**src/rtl/div_seq.sv**
```systemverilog
// div_seq: sequential signed divider for the HD6309 DIVD and DIVQ instructions.
// Restoring shift-subtract, one quotient bit per clock. Results are sign-corrected
// in a dedicated cycle and then announced with a one-cycle done pulse.
//
// Ports:
//   clk_in       system clock, rising edge
//   rst_n_in     asynchronous active-low reset
//   start_in     one-cycle request, accepted only when idle
//   sz_in        0 = DIVD (16/8), 1 = DIVQ (32/16), sampled with start_in
//   dividend_in  dividend (DIVD uses [15:0])
//   divisor_in   divisor (DIVD uses [7:0])
//   CCR          condition codes in, sampled with start_in
//   busy_out     high while an operation is in flight
//   done_out     one-cycle completion pulse
//   div0_out     divisor was zero, valid with done_out
//   quot_out     signed quotient (DIVD: [7:0], upper byte zero)
//   rem_out      signed remainder (DIVD: [7:0], upper byte zero)
//   CCRo         updated condition codes: C=0 V=1 Z=2 N=3, [7:4] passed through
module div_seq (
    input  logic        clk_in,
    input  logic        rst_n_in,
    input  logic        start_in,
    input  logic        sz_in,
    input  logic [31:0] dividend_in,
    input  logic [15:0] divisor_in,
    input  logic [7:0]  CCR,
    output logic        busy_out,
    output logic        done_out,
    output logic        div0_out,
    output logic [15:0] quot_out,
    output logic [15:0] rem_out,
    output logic [7:0]  CCRo
);

    typedef enum logic [1:0] {IDLE, CALC, SIGN, DONE} state_t;

    state_t      state;
    logic        sz;
    logic [7:0]  ccr_l;
    logic        dvd_neg;
    logic        dvs_neg;
    logic [31:0] dvd_sh;    // dividend magnitude shifting out, quotient bits shifting in
    logic [15:0] dvs_mag;
    logic [15:0] prem;      // partial remainder
    logic [4:0]  cnt;

    // Operand sign extension and magnitude. Magnitudes are kept unsigned, so the
    // most-negative operand maps onto 2^(w-1) without needing an extra bit.
    logic [31:0] dvd_ext;
    logic [31:0] dvd_abs;
    logic [15:0] dvs_ext;
    logic [15:0] dvs_abs;

    always_comb begin
        dvd_ext = sz_in ? dividend_in : {{16{dividend_in[15]}}, dividend_in[15:0]};
        dvs_ext = sz_in ? divisor_in  : {{8{divisor_in[7]}}, divisor_in[7:0]};
        dvd_abs = dvd_ext[31] ? (~dvd_ext + 32'd1) : dvd_ext;
        dvs_abs = dvs_ext[15] ? (~dvs_ext + 16'd1) : dvs_ext;
    end

    // Trial subtract, one bit wider than the divisor. prem < divisor <= 2^15,
    // so the shifted value fits in 16 bits and trial[16] is the true sign.
    logic [16:0] shifted;
    logic [16:0] trial;

    always_comb begin
        shifted = {prem, dvd_sh[31]};
        trial   = shifted - {1'b0, dvs_mag};
    end

    // Sign correction and overflow: the quotient is extended to 34 bits so the
    // range test is a simple "upper bits all equal" check.
    logic [33:0] q_ext;
    logic [33:0] q_sgn;
    logic [15:0] r_sgn;
    logic [15:0] q_trunc;
    logic [15:0] r_trunc;
    logic        ovf;
    logic        n_flag;

    always_comb begin
        q_ext   = sz ? {2'b00, dvd_sh} : {18'h0, dvd_sh[15:0]};
        q_sgn   = (dvd_neg ^ dvs_neg) ? (~q_ext + 34'd1) : q_ext;
        r_sgn   = dvd_neg ? (~prem + 16'd1) : prem;
        ovf     = sz ? ~((&q_sgn[33:15]) | ~(|q_sgn[33:15]))
                     : ~((&q_sgn[33:7])  | ~(|q_sgn[33:7]));
        q_trunc = sz ? q_sgn[15:0] : {8'h00, q_sgn[7:0]};
        r_trunc = sz ? r_sgn       : {8'h00, r_sgn[7:0]};
        n_flag  = sz ? q_sgn[15]   : q_sgn[7];
    end

    always_ff @(posedge clk_in or negedge rst_n_in) begin
        if (!rst_n_in) begin
            state    <= IDLE;
            sz       <= 1'b0;
            ccr_l    <= '0;
            dvd_neg  <= 1'b0;
            dvs_neg  <= 1'b0;
            dvd_sh   <= '0;
            dvs_mag  <= '0;
            prem     <= '0;
            cnt      <= '0;
            busy_out <= 1'b0;
            done_out <= 1'b0;
            div0_out <= 1'b0;
            quot_out <= '0;
            rem_out  <= '0;
            CCRo     <= '0;
        end else begin
            done_out <= 1'b0;
            case (state)
                IDLE: begin
                    if (start_in) begin
                        sz       <= sz_in;
                        ccr_l    <= CCR;
                        dvd_neg  <= dvd_ext[31];
                        dvs_neg  <= dvs_ext[15];
                        // DIVD magnitude sits in the top half so the MSB shifts out first
                        dvd_sh   <= sz_in ? dvd_abs : {dvd_abs[15:0], 16'h0000};
                        dvs_mag  <= dvs_abs;
                        prem     <= '0;
                        cnt      <= sz_in ? 5'd31 : 5'd15;
                        busy_out <= 1'b1;
                        div0_out <= (dvs_ext == '0);
                        state    <= (dvs_ext == '0) ? DONE : CALC;
                    end
                end
                CALC: begin
                    dvd_sh <= {dvd_sh[30:0], ~trial[16]};
                    prem   <= trial[16] ? shifted[15:0] : trial[15:0];
                    if (cnt == 5'd0) begin
                        state <= SIGN;
                    end else begin
                        cnt <= cnt - 5'd1;
                    end
                end
                SIGN: begin
                    quot_out <= q_trunc;
                    rem_out  <= r_trunc;
                    CCRo     <= {ccr_l[7:4], n_flag, (q_trunc == '0), ovf, q_trunc[0]};
                    state    <= DONE;
                end
                DONE: begin
                    // divide by zero leaves quotient/remainder alone and passes CCR through
                    if (div0_out) begin
                        CCRo <= ccr_l;
                    end
                    busy_out <= 1'b0;
                    done_out <= 1'b1;
                    state    <= IDLE;
                end
                default: state <= IDLE;
            endcase
        end
    end

endmodule

```
**config.mk**
```make
export PLATFORM = sky130hd
export DESIGN_NAME = div_seq
export DESIGN_NICKNAME = d
export VERILOG_FILES = /design/src/rtl/div_seq.sv
export SDC_FILE = /design/constraint.sdc
export NUM_CORES = 1
export LEC_CHECK = 0
export CAP_MARGIN = 20
export CELL_PAD_IN_SITES_DETAIL_PLACEMENT = 0
export CELL_PAD_IN_SITES_GLOBAL_PLACEMENT = 1
export CORE_MARGIN = 1.5
export CORE_UTILIZATION = 35
export DETAILED_ROUTE_END_ITERATION = 10
export PLACE_DENSITY = 0.69
export SLEW_MARGIN = 20
export SYNTH_ARGS = -nofsm -noshare
export SYNTH_HDL_FRONTEND = slang
export SYNTH_SLANG_ARGS = --single-unit
```
**constraint.sdc**
```tcl
create_clock -name clk_in -period 2.8 [get_ports clk_in]
set_input_delay 0.56 -clock clk_in [delete_from_list [all_inputs] [get_ports clk_in]]
set_output_delay 0.56 -clock clk_in [all_outputs]
set_load 0.02 [all_outputs]
```
==> impl_results.md <==
* Clock-pin slew on the worst setup and hold paths at roughly 0.060 ns
* Reg2Reg Depth at 14
* Final hold violation count at 0
* Vias in the first global route at between 8000 and 9000
* Layout cell share with drive strength beyond 1 at 0.244
* Largest family of logic cells by synthesized area: compound AO/OA/AOI/OAI gates
* Inserted Diodes at 0
* CTS Hold Bufs at 0
* CTS sink count at 125
* Peak supply drop at ~0.00056 V
* Synth Area in XOR/XNOR at 0.0830
* Gpl congestion at 0.893
* Vias at roughly 8900
* GR Overflow Total at 0
* Hold Path Class: input pin to asynchronous set/reset pin
* Synth async-reset ratio at 1.00
* Critical Path Sink: CCRo[1]
* Gate Count Post-Synth at roughly 1100
* Leak pwr at 5.41 nW
* Worst Path Required at 3.09 ns
* Post-synth top flop: dfrtp_1
* CP arrival at approximately 3.2 ns
* Root Driver: clkbuf_16
* Worst-case clock buffer depth at 2
* RSZ-0062 raised after global routing: yes
* Synth Area in Compound Gates at 0.240
* Max-Slew Margin vs Limit at 0.417
* Mapped Avg Cell Area at ~8.3 um2
* Rows at 58
* 1st-pass router iterations at 5
* Pin count of the biggest net entering global routing at 88
* Cell area after layout at roughly 13000 um2
* Post-Place Cell Area at roughly 12000 um2
* Dpl hpwl at between 20000 and 25000 um
* Die Width at roughly 160 um
* Critical Path Start Type: flop
* DRC violations left at 0
* Wire per inst at around 17 um
* # IOs at 103
* Cell Area, Synth at around 9000 um2
* Failing checks: setup timing
* Yosys cell types at 80
* Simple-gate portion of the synthesized area at 0.188
* Initial Utilization at 0.356
* WL final at 28400 um
* Initial antenna violation count at 0
* CTS buffer count at 17
* Synth-to-Final Area Change at 41.0%
* Final period util at 1.05
* P per Cell Area at about 1300 nW/um2
* Flop-to-flop setup slack at -0.15 ns
* H-tree levels at 4
* CTS tree: done
* Final-stage net count at 1416
* GRT Overall Usage at 0.217
* Sequential element share of the synthesized area at 0.349
* Most common cell after layout, fill and taps aside: buf_4
* Max-slew violation count at 0
* WS Path Type: flop to flop
* Synthesis-stage register bit count at around 130
* Worst Setup SP: dvd_sh[0]
* FF-to-FF End: CCRo[1]
* Die span in y at approximately 160 um
* I/O Buffers at roughly 100
* Post-Synth Adder-Cell Area at 0.0385
* Drt via density at 5.33
* Critical Path Sink Type: flop
* Worst-case clock skew at a little over 0.008 ns
* Power, Total at around 17 mW
* Number of flops mapped to enable cells by yosys at 0
* Commonest non-fill, non-tap cells in the layout: buf_4 (199), dfrtp_1 (125), nand2_1 (110)
* Crit path time final at 2.95 ns
* ANT nets after route at 0
* Synth Warn # at 0
* Reg2Reg Launch Point: dvd_sh[0]
* DRT iter0 DRCs at approximately 600
* Final setup violation count at 16
* Proportion of synthesized area in mux cells at 0.0472
* First-pass GRT wire length at 45300 um
* Fmax at between 300 and 400 MHz
* Setup slack after layout at -0.147 ns
* Status: finished, violations left
* Area of the core at 25200 um2
* Post-Syn Nets at around 1200
* Worst Max-Slew Pin Slew at between 0.8 and 0.9 ns
* Filler cells at 2382
* Die area at between 20000 and 30000 um2
* Max Cap Viol at 0
* Setup TNS at -0.971 ns
* Critical path peak fanout at 5
* Clk_lat worst skew at 0.43 ns
## layout make-up
cell class | count | area [um2] | share of cell area
inverter | 46 | 173 | 0.0137
sequential | 125 | 3130 | 0.247
multi-input combinational | 827 | 5690 | 0.450
timing repair buffer | 312 | 2700 | 0.213
clock inverter | 14 | 114 | 0.00901
tap | 330 | 413 | 0.0327
clock buffer | 18 | 429 | 0.0339
## critical path, cell delays in order, from the launching register on
cell and delay [ns]:
dfrtp_1 0.39, inv_2 0.08, ha_4 0.13, or4b_4 0.52, buf_6 0.16, nor2_4 0.12
buf_6 0.11, o2bb2ai_2 0.10, a32oi_2 0.08, o41ai_2 0.37, buf_4 0.17, nand4_1 0.10
nor4_2 0.29, buf_4 0.16, a2111oi_2 0.04
## cell usage after synthesis, types with 22 or more instances
cell	n	area, um2
a211oi_1	22	165
a21oi_1	61	305
clkbuf_1	61	229
dfrtp_1	125	3130
ha_1	26	325
inv_1	43	161
mux2i_1	22	220
nand2_1	112	420
nand3_1	24	120
nor2_1	86	323
nor3_1	34	170
o21ai_0	24	120
o21ai_1	78	390
xnor2_1	38	333
xor2_1	47	412
## sequential cells by signal, indices dropped and copies added (netlist names), 2 cells and up
register,flops
dvs_mag,16
CCRo,8
quot_out,16
state,2
prem,16
cnt,5
dvd_sh,32
rem_out,16
ccr_l,8
## how the worst min path moves through the flow
stage / endpoint / from / slack, ns
floorplan: CCRo[0] / rst_n_in / 0.26
global placement: dvs_mag[13] / dvs_mag[13] / 0.47
detailed placement: quot_out[12] / quot_out[12] / 0.47
CTS: dvd_sh[19] / rst_n_in / 0.19
global route: dvd_sh[23] / rst_n_in / 0.20
finish: dvd_sh[23] / rst_n_in / 0.15
## layer usage
layer  up-vias  global-route usage  wire length [um]
met5         -                   0                 0
met4         0              0.0613               456
met3        30              0.0287              1110
met2       215               0.317             12200
met1      4215               0.330             14600
li1       4447                   -                 -
## kinds of logic (layout without fill, tap and decap cells)
logic type | count (synthesis) | count (layout)
multiplexers | 40 | 40
XOR/XNOR | 85 | 85
AO/OA/AOI/OAI | 328 | 328
flip-flops | 125 | 125
buffers and inverters | 122 | 390
AND/OR/NAND/NOR | 347 | 347
adder cells (fa/ha/maj) | 27 | 27
## metrics by stage
step	hold slack (ns)	setup slack (ns)	utilization	instances
floorplan	0.264	-0.0644	-	1074
global placement	0.466	-0.403	0.461	1619
detailed placement	0.472	-0.477	0.461	1619
CTS	0.195	-0.109	0.490	1661
global route	0.198	-0.319	0.502	1672
finish	0.153	-0.147	0.502	1672
## power breakdown
| part | switching [mW] | leakage [nW] | total (mW) | internal, mW |
|---|---|---|---|---|
| clock | 0.908 | 0.264 | 2.06 | 1.15 |
| combinational | 6.10 | 3.59 | 11.6 | 5.52 |
| sequential | 0.592 | 1.55 | 3.19 | 2.60 |
## repair_timing
action,4_1_cts,5_1_grt
resized for setup,25,43
setup buffers,9,10
endpoints found under the setup margin,20,23
pin swaps,20,19
cloned,1,1
Power figures use the tool's default switching activity.
